===== src/rtl/bkm_step_sequencer_pkg.sv =====
// Shared types for the BKM step sequencer: FSM states, mode encodings
// and the saturating helper used by the optional cycle counter.
package bkm_step_sequencer_pkg;

  typedef enum logic [1:0] {
    ST_IDLE = 2'd0,
    ST_RUN  = 2'd1,
    ST_DONE = 2'd2
  } seq_state_e;

  typedef enum logic {
    MODE_E = 1'b0,
    MODE_L = 1'b1
  } bkm_mode_e;

  localparam int CC_W = 16;

  function automatic logic [CC_W-1:0] sat_inc(
    input logic [CC_W-1:0] v
  );
    return (&v) ? v : v + 1'b1;
  endfunction

endpackage


===== src/rtl/bkm_seq_counter.sv =====
// Iteration index n and step-latency counter lat_cnt with terminal flags.
// n stops at NITER-1 instead of wrapping so NITER == 2**LOG2N is legal.
module bkm_seq_counter #(
  parameter int LOG2N    = 6,
  parameter int NITER    = 64,
  parameter int STEP_LAT = 1
) (
  input  logic             clk,
  input  logic             arst_n,
  input  logic             srst,
  input  logic             enable,
  input  logic             start_i,
  input  logic             run_i,
  output logic [LOG2N-1:0] n_o,
  output logic             last_lat_o,
  output logic             last_iter_o
);

  localparam int LW = (STEP_LAT > 1) ? $clog2(STEP_LAT) : 1;
  localparam logic [LW-1:0]    LAT_LAST = LW'(STEP_LAT - 1);
  localparam logic [LOG2N-1:0] N_LAST   = LOG2N'(NITER - 1);

  logic [LW-1:0]    lat_q;
  logic [LOG2N-1:0] n_q;

  assign n_o         = n_q;
  assign last_lat_o  = (lat_q == LAT_LAST);
  assign last_iter_o = (n_q == N_LAST);

  always_ff @(posedge clk or negedge arst_n) begin
    if (!arst_n) begin
      lat_q <= '0;
      n_q   <= '0;
    end else if (srst) begin
      lat_q <= '0;
      n_q   <= '0;
    end else if (enable) begin
      if (start_i) begin
        lat_q <= '0;
        n_q   <= '0;
      end else if (run_i) begin
        if (last_lat_o) begin
          lat_q <= '0;
          if (!last_iter_o) begin
            n_q <= n_q + 1'b1;
          end
        end else begin
          lat_q <= lat_q + 1'b1;
        end
      end
    end
  end

endmodule


===== src/rtl/bkm_step_sequencer.sv =====
// Iteration controller for bkm_step: runs NITER steps per operand set.
// Optional BKM_SEQ_CYCLE_CNT_EN adds a saturating per-operation cycle counter.
module bkm_step_sequencer
  import bkm_step_sequencer_pkg::*;
#(
  parameter int WC       = 16,
  parameter int WD       = 64,
  parameter int LOG2N    = 6,
  parameter int NITER    = 64,
  parameter int STEP_LAT = 1
) (
  input  logic             clk,
  input  logic             arst_n,
  input  logic             srst,
  input  logic             enable,
  input  logic             in_valid,
  output logic             in_ready,
  input  logic             in_mode,
  input  logic [1:0]       in_format,
  input  logic [WD-1:0]    in_X0,
  input  logic [WD-1:0]    in_Y0,
  input  logic [WC-1:0]    in_u0,
  input  logic [WC-1:0]    in_v0,
  output logic             step_mode,
  output logic [1:0]       step_format,
  output logic [LOG2N-1:0] step_n,
  output logic [WD-1:0]    step_X_n,
  output logic [WD-1:0]    step_Y_n,
  output logic [WC-1:0]    step_u_n,
  output logic [WC-1:0]    step_v_n,
  input  logic [WD-1:0]    step_X_np1,
  input  logic [WD-1:0]    step_Y_np1,
  input  logic [WC-1:0]    step_u_np1,
  input  logic [WC-1:0]    step_v_np1,
  output logic             out_valid,
  input  logic             out_ready,
  output logic [WD-1:0]    out_X,
  output logic [WD-1:0]    out_Y,
  output logic [WC-1:0]    out_u,
  output logic [WC-1:0]    out_v,
  output logic             busy,
  output logic [15:0]      cycle_cnt
);

  seq_state_e    state_q;
  logic [WD-1:0] x_q;
  logic [WD-1:0] y_q;
  logic [WC-1:0] u_q;
  logic [WC-1:0] v_q;
  logic          mode_q;
  logic [1:0]    fmt_q;
  logic          out_valid_q;

  logic accept;
  logic last_lat;
  logic last_iter;
  logic [LOG2N-1:0] n;

  assign in_ready = enable & (state_q == ST_IDLE);
  assign accept   = in_valid & in_ready;
  assign busy     = (state_q != ST_IDLE);

  bkm_seq_counter #(
    .LOG2N   (LOG2N),
    .NITER   (NITER),
    .STEP_LAT(STEP_LAT)
  ) u_cnt (
    .clk        (clk),
    .arst_n     (arst_n),
    .srst       (srst),
    .enable     (enable),
    .start_i    (accept),
    .run_i      (state_q == ST_RUN),
    .n_o        (n),
    .last_lat_o (last_lat),
    .last_iter_o(last_iter)
  );

  assign step_mode   = mode_q;
  assign step_format = fmt_q;
  assign step_n      = n;
  assign step_X_n    = x_q;
  assign step_Y_n    = y_q;
  assign step_u_n    = u_q;
  assign step_v_n    = v_q;

  // Operand regs double as result regs; out_* only qualified by out_valid.
  assign out_valid = out_valid_q;
  assign out_X     = x_q;
  assign out_Y     = y_q;
  assign out_u     = u_q;
  assign out_v     = v_q;

  always_ff @(posedge clk or negedge arst_n) begin
    if (!arst_n) begin
      state_q     <= ST_IDLE;
      x_q         <= '0;
      y_q         <= '0;
      u_q         <= '0;
      v_q         <= '0;
      mode_q      <= 1'b0;
      fmt_q       <= '0;
      out_valid_q <= 1'b0;
    end else if (srst) begin
      state_q     <= ST_IDLE;
      x_q         <= '0;
      y_q         <= '0;
      u_q         <= '0;
      v_q         <= '0;
      mode_q      <= 1'b0;
      fmt_q       <= '0;
      out_valid_q <= 1'b0;
    end else if (enable) begin
      unique case (state_q)
        ST_IDLE: begin
          if (in_valid) begin
            x_q     <= in_X0;
            y_q     <= in_Y0;
            u_q     <= in_u0;
            v_q     <= in_v0;
            mode_q  <= in_mode;
            fmt_q   <= in_format;
            state_q <= ST_RUN;
          end
        end
        ST_RUN: begin
          if (last_lat) begin
            x_q <= step_X_np1;
            y_q <= step_Y_np1;
            u_q <= step_u_np1;
            v_q <= step_v_np1;
            if (last_iter) begin
              state_q     <= ST_DONE;
              out_valid_q <= 1'b1;
            end
          end
        end
        ST_DONE: begin
          if (out_ready) begin
            state_q     <= ST_IDLE;
            out_valid_q <= 1'b0;
          end
        end
        default: begin
          state_q     <= ST_IDLE;
          out_valid_q <= 1'b0;
        end
      endcase
    end
  end

`ifdef BKM_SEQ_CYCLE_CNT_EN
  logic [15:0] cc_q;

  // The handshake edge itself is not counted: the count covers the
  // run plus the cycles spent waiting on the consumer.
  always_ff @(posedge clk or negedge arst_n) begin
    if (!arst_n) begin
      cc_q <= '0;
    end else if (srst) begin
      cc_q <= '0;
    end else if (enable) begin
      if (accept) begin
        cc_q <= '0;
      end else if ((state_q == ST_RUN) ||
                   ((state_q == ST_DONE) && !out_ready)) begin
        cc_q <= sat_inc(cc_q);
      end
    end
  end

  assign cycle_cnt = cc_q;
`else
  assign cycle_cnt = '0;
`endif

endmodule

===== config.mk =====
export PLATFORM = sky130hd
export DESIGN_NAME = bkm_step_sequencer
export DESIGN_NICKNAME = d
export VERILOG_FILES = /design/src/rtl/bkm_step_sequencer_pkg.sv /design/src/rtl/bkm_seq_counter.sv /design/src/rtl/bkm_step_sequencer.sv
export SDC_FILE = /design/constraint.sdc
export NUM_CORES = 1
export LEC_CHECK = 0
export CAP_MARGIN = 20
export CORE_AREA = 2 2 260 262
export DETAILED_ROUTE_END_ITERATION = 7
export DIE_AREA = 0 0 262 264
export HOLD_SLACK_MARGIN = 0.12
export SYNTH_ARGS = -nofsm -noshare
export SYNTH_HDL_FRONTEND = slang
export SYNTH_SLANG_ARGS = --single-unit

===== constraint.sdc =====
create_clock -name clk -period 1.5 [get_ports clk]
set_input_delay 0.3 -clock clk [delete_from_list [all_inputs] [get_ports clk]]
set_output_delay 0.3 -clock clk [all_outputs]
set_load 0.005 [all_outputs]

==> results_dict.tcl <==
set metrics [dict create \
    core_area_sq_mm 0.0666 \
    drive_gt1_share_pct 26.9 \
    power_leakage_uw 0.00842 \
    vias_per_cell 3.84 \
    synth_cells 952 \
    synthTopCellsByCount "buf_4 (176), dfrtp_1 (172), o21ai_0 (165)" \
    synthXorXnorAreaFrac_pct 0 \
    finalHoldViolCount 0 \
    grt_first_pass_wirelength_microns 61700 \
    synthMuxAreaShare_pct 0.337 \
    ys.flop_type "dfrtp_1" \
    placed_cell_area_sq_mm 0.0158 \
    setup_viol 253 \
    overflow 0 \
    clk_path_buf_depth 2 \
    fmax_ghz 0.551 \
    synth_compound_area_share_pct 24.3 \
    worst_ep_required_time_ns 1.86 \
    n_fill_cell 6964 \
    clk_pin_slew_worst_paths_ns 0.07 \
    dr_wl_met2_microns 24400 \
    endpoint_kind "flop" \
    dieArea_sq_mm 0.0692 \
    met3_length_microns 3350 \
    die_h_microns 264 \
    rsz0062_at_grt "true" \
    criticalPathCategory "flop to flop" \
    dpl.hpwl_microns 32000 \
    initial_core_util_pct 13.4 \
    design_area_sq_mm 0.0182 \
    violations "setup timing" \
    insertion_delay_ns 0.47 \
    io_pins 677 \
    io_buffer_count 660 \
    grt_pass1_vias 10000 \
    ys_seq_area_share_pct 48.4 \
    drt_iter0_markers 367 \
    peakVddDrop_uv 658 \
    fin_crit_sh_pct 121 \
    synthAdderAreaFrac_pct 0.141 \
    syn_avg_cell_area_sq_um 9.35 \
    routabilityCongestion 0.800 \
    wirelength_microns 46400 \
    dr.pass1.iters 5 \
    ys_warn_count 0 \
    synthArstFlopShare_pct 100 \
    synth_area_sq_mm 0.00890 \
    wl_per_cell_microns 18.0 \
    synth_edf_count 0 \
    antenna_found_initial 4 \
    slew_viol_final 0 \
    fp-row-count 95 \
    powerDensity_mw_per_mm2 832 \
    finClkSkew_ns 0.00693 \
    yosys.area.top_type "dfrtp_1" \
    dieWidth_microns 262 \
    grt_usage_pct 12.1 \
    route.detailed.drc 0 \
    cts_root_buf "clkbuf_16" \
    rrSetupSlack_ns -0.32 \
    fin_util_pct 27.4 \
    critical_path.max_fanout 19 \
    synth_top_cell_area_share_pct 48.4 \
    cts_tree "built" \
    min_period_ns 1.82 \
    regArea_sq_mm 0.00433 \
    cts_inserted_buffers 17 \
    synth_top_family_by_area "compound AO/OA/AOI/OAI gates" \
    startpoint_type "flop" \
    setup_slack_ns -0.315 \
    ys_ff_latch 172 \
    yosys-top-cells-area "dfrtp_1 (48%), buf_4 (15%), a22oi_1 (13%)" \
    syn2layout_area_growth_pct 105 \
    synth_simple_gate_area_share_pct 8.36 \
    status "complete, but fails checks" \
    h-tree-depth 4 \
    nets 2016 \
    max-cap-violations 0 \
    ys_types 33 \
    multiInputGateArea_sq_mm 0.00315 \
    routed.top_layer "met5" \
    drt-met1-wl_microns 17500 \
    num_vias 9881 \
    post-synth-top-count-cell "buf_4" \
    grt_max_degree 77 \
    antenna_left 0 \
    clkSinkCount 172 \
    cp.arrival_ns 2.17 \
    hp-class "primary input to async pin" \
]
-- area by class of cell --
type	instances	area share [%]
Timing Repair Buffer	948	49.7
Sequential cell	172	23.7
Multi-Input combinational cell	545	17.3
Tap cell	873	5.99
Clock buffer	19	2.43
Clock inverter	10	0.782
Inverter	2	0.0549
Antenna cell	1	0.0137
-- stage by stage --
| step | cells | setup WS [ns] | TNS (ns) | total power [uW] | hold WS [ns] |
|---|---|---|---|---|---|
| after CTS | 2551 | -0.245 | -38.54 | 15200 | 0.305 |
| final | 2570 | -0.315 | -37.58 | 15200 | 0.348 |
| after global routing | 2569 | -0.360 | -56.94 | 16000 | 0.324 |
| after global placement | 2325 | -0.533 | -77.94 | 9930 | 0.251 |
| after floorplan | 967 | -0.0283 | -2.70 | 7080 | 0.00441 |
| after detailed placement | 2325 | -0.569 | -83.24 | 9960 | 0.258 |
-- per-layer routing --
| layer | vias to the layer above | global-route usage, % |
|---|---|---|
| met5 | - | 0 |
| met4 | 4 | 3.56 |
| met3 | 51 | 3.27 |
| met2 | 481 | 22.9 |
| met1 | 4699 | 12.9 |
| li1 | 4646 | - |
-- flip-flops by register name (all words and copies together) (netlist names) --
signal and flops:
out_u 16, step_format 2, out_valid 1, out_v 16
state_q 2, out_Y 64, step_mode 1, u_cnt.n_o 6
out_X 64
-- cell families (layout without fill, tap and decap cells) --
logic type | count (synthesis) | in the layout
other | 1 | 17
AOI/OAI and AO/OA | 341 | 341
muxes | 3 | 3
DFF | 172 | 172
and+or+nand+nor | 184 | 184
adders and majority gates | 1 | 1
buffers and inverters | 250 | 979
-- placed cells by master (no fill, tap or decap), types with 4 or more instances in the layout --
master           Yosys  final
a22oi_1            160    158
buf_12               0     18
buf_16               0      7
buf_2               32     67
buf_4              176    184
buf_6                1     71
buf_8                0      7
clkbuf_16            0     25
clkdlybuf4s15_1      0     77
clkdlybuf4s15_2      0      8
clkdlybuf4s50_1      0    327
conb_1               1     16
dfrtp_1            172    152
dfrtp_2              0     20
dlygate4sd2_1        0    171
nand2_1            164    156
nand2_2              0      7
nor2_1               4      4
o21ai_0            165     75
o21ai_1              0     81
o21ai_2              0      9
o31ai_2              0      4
-- timing repair --
action	CTS	global route
pin swaps	9	5
endpoints found under the setup margin	501	287
cloned	5	11
endpoints found under the hold margin	94	0
buffers inserted	191	7
hold buffers	1	0
gates resized for setup	786	92
-- power breakdown --
group / internal, uW / switching (uW) / leakage, uW
logic: 3070 / 2010 / 0.00591
clock network: 2640 / 1960 / 0.000285
registers: 5110 / 372 / 0.00222
total: 10800 / 4350 / 0.00842
-- path summary, 6_finish.rpt --
kind | from | to | cells past startpoint
setup / recovery | state_q[0] | out_X[32] | 8
hold / removal | arst_n | out_X[55] | 2
setup reg to reg | state_q[0] | out_X[32] | 8
hold reg to reg | out_Y[31] | out_Y[31] | 2
max in group asynchronous | arst_n | out_Y[60] | 3
min in group clk | in_mode | step_mode | 3
-- worst max-delay path, stage by stage (launching register included) --
cell	delay, ns
dfrtp_1	0.38
buf_4	0.12
inv_2	0.04
buf_4	0.13
nor3_4	0.27
buf_12	0.21
buf_12	0.18
a22oi_1	0.10
o21ai_0	0.23
No activity file was read; power rests on OpenSTA's default activity.
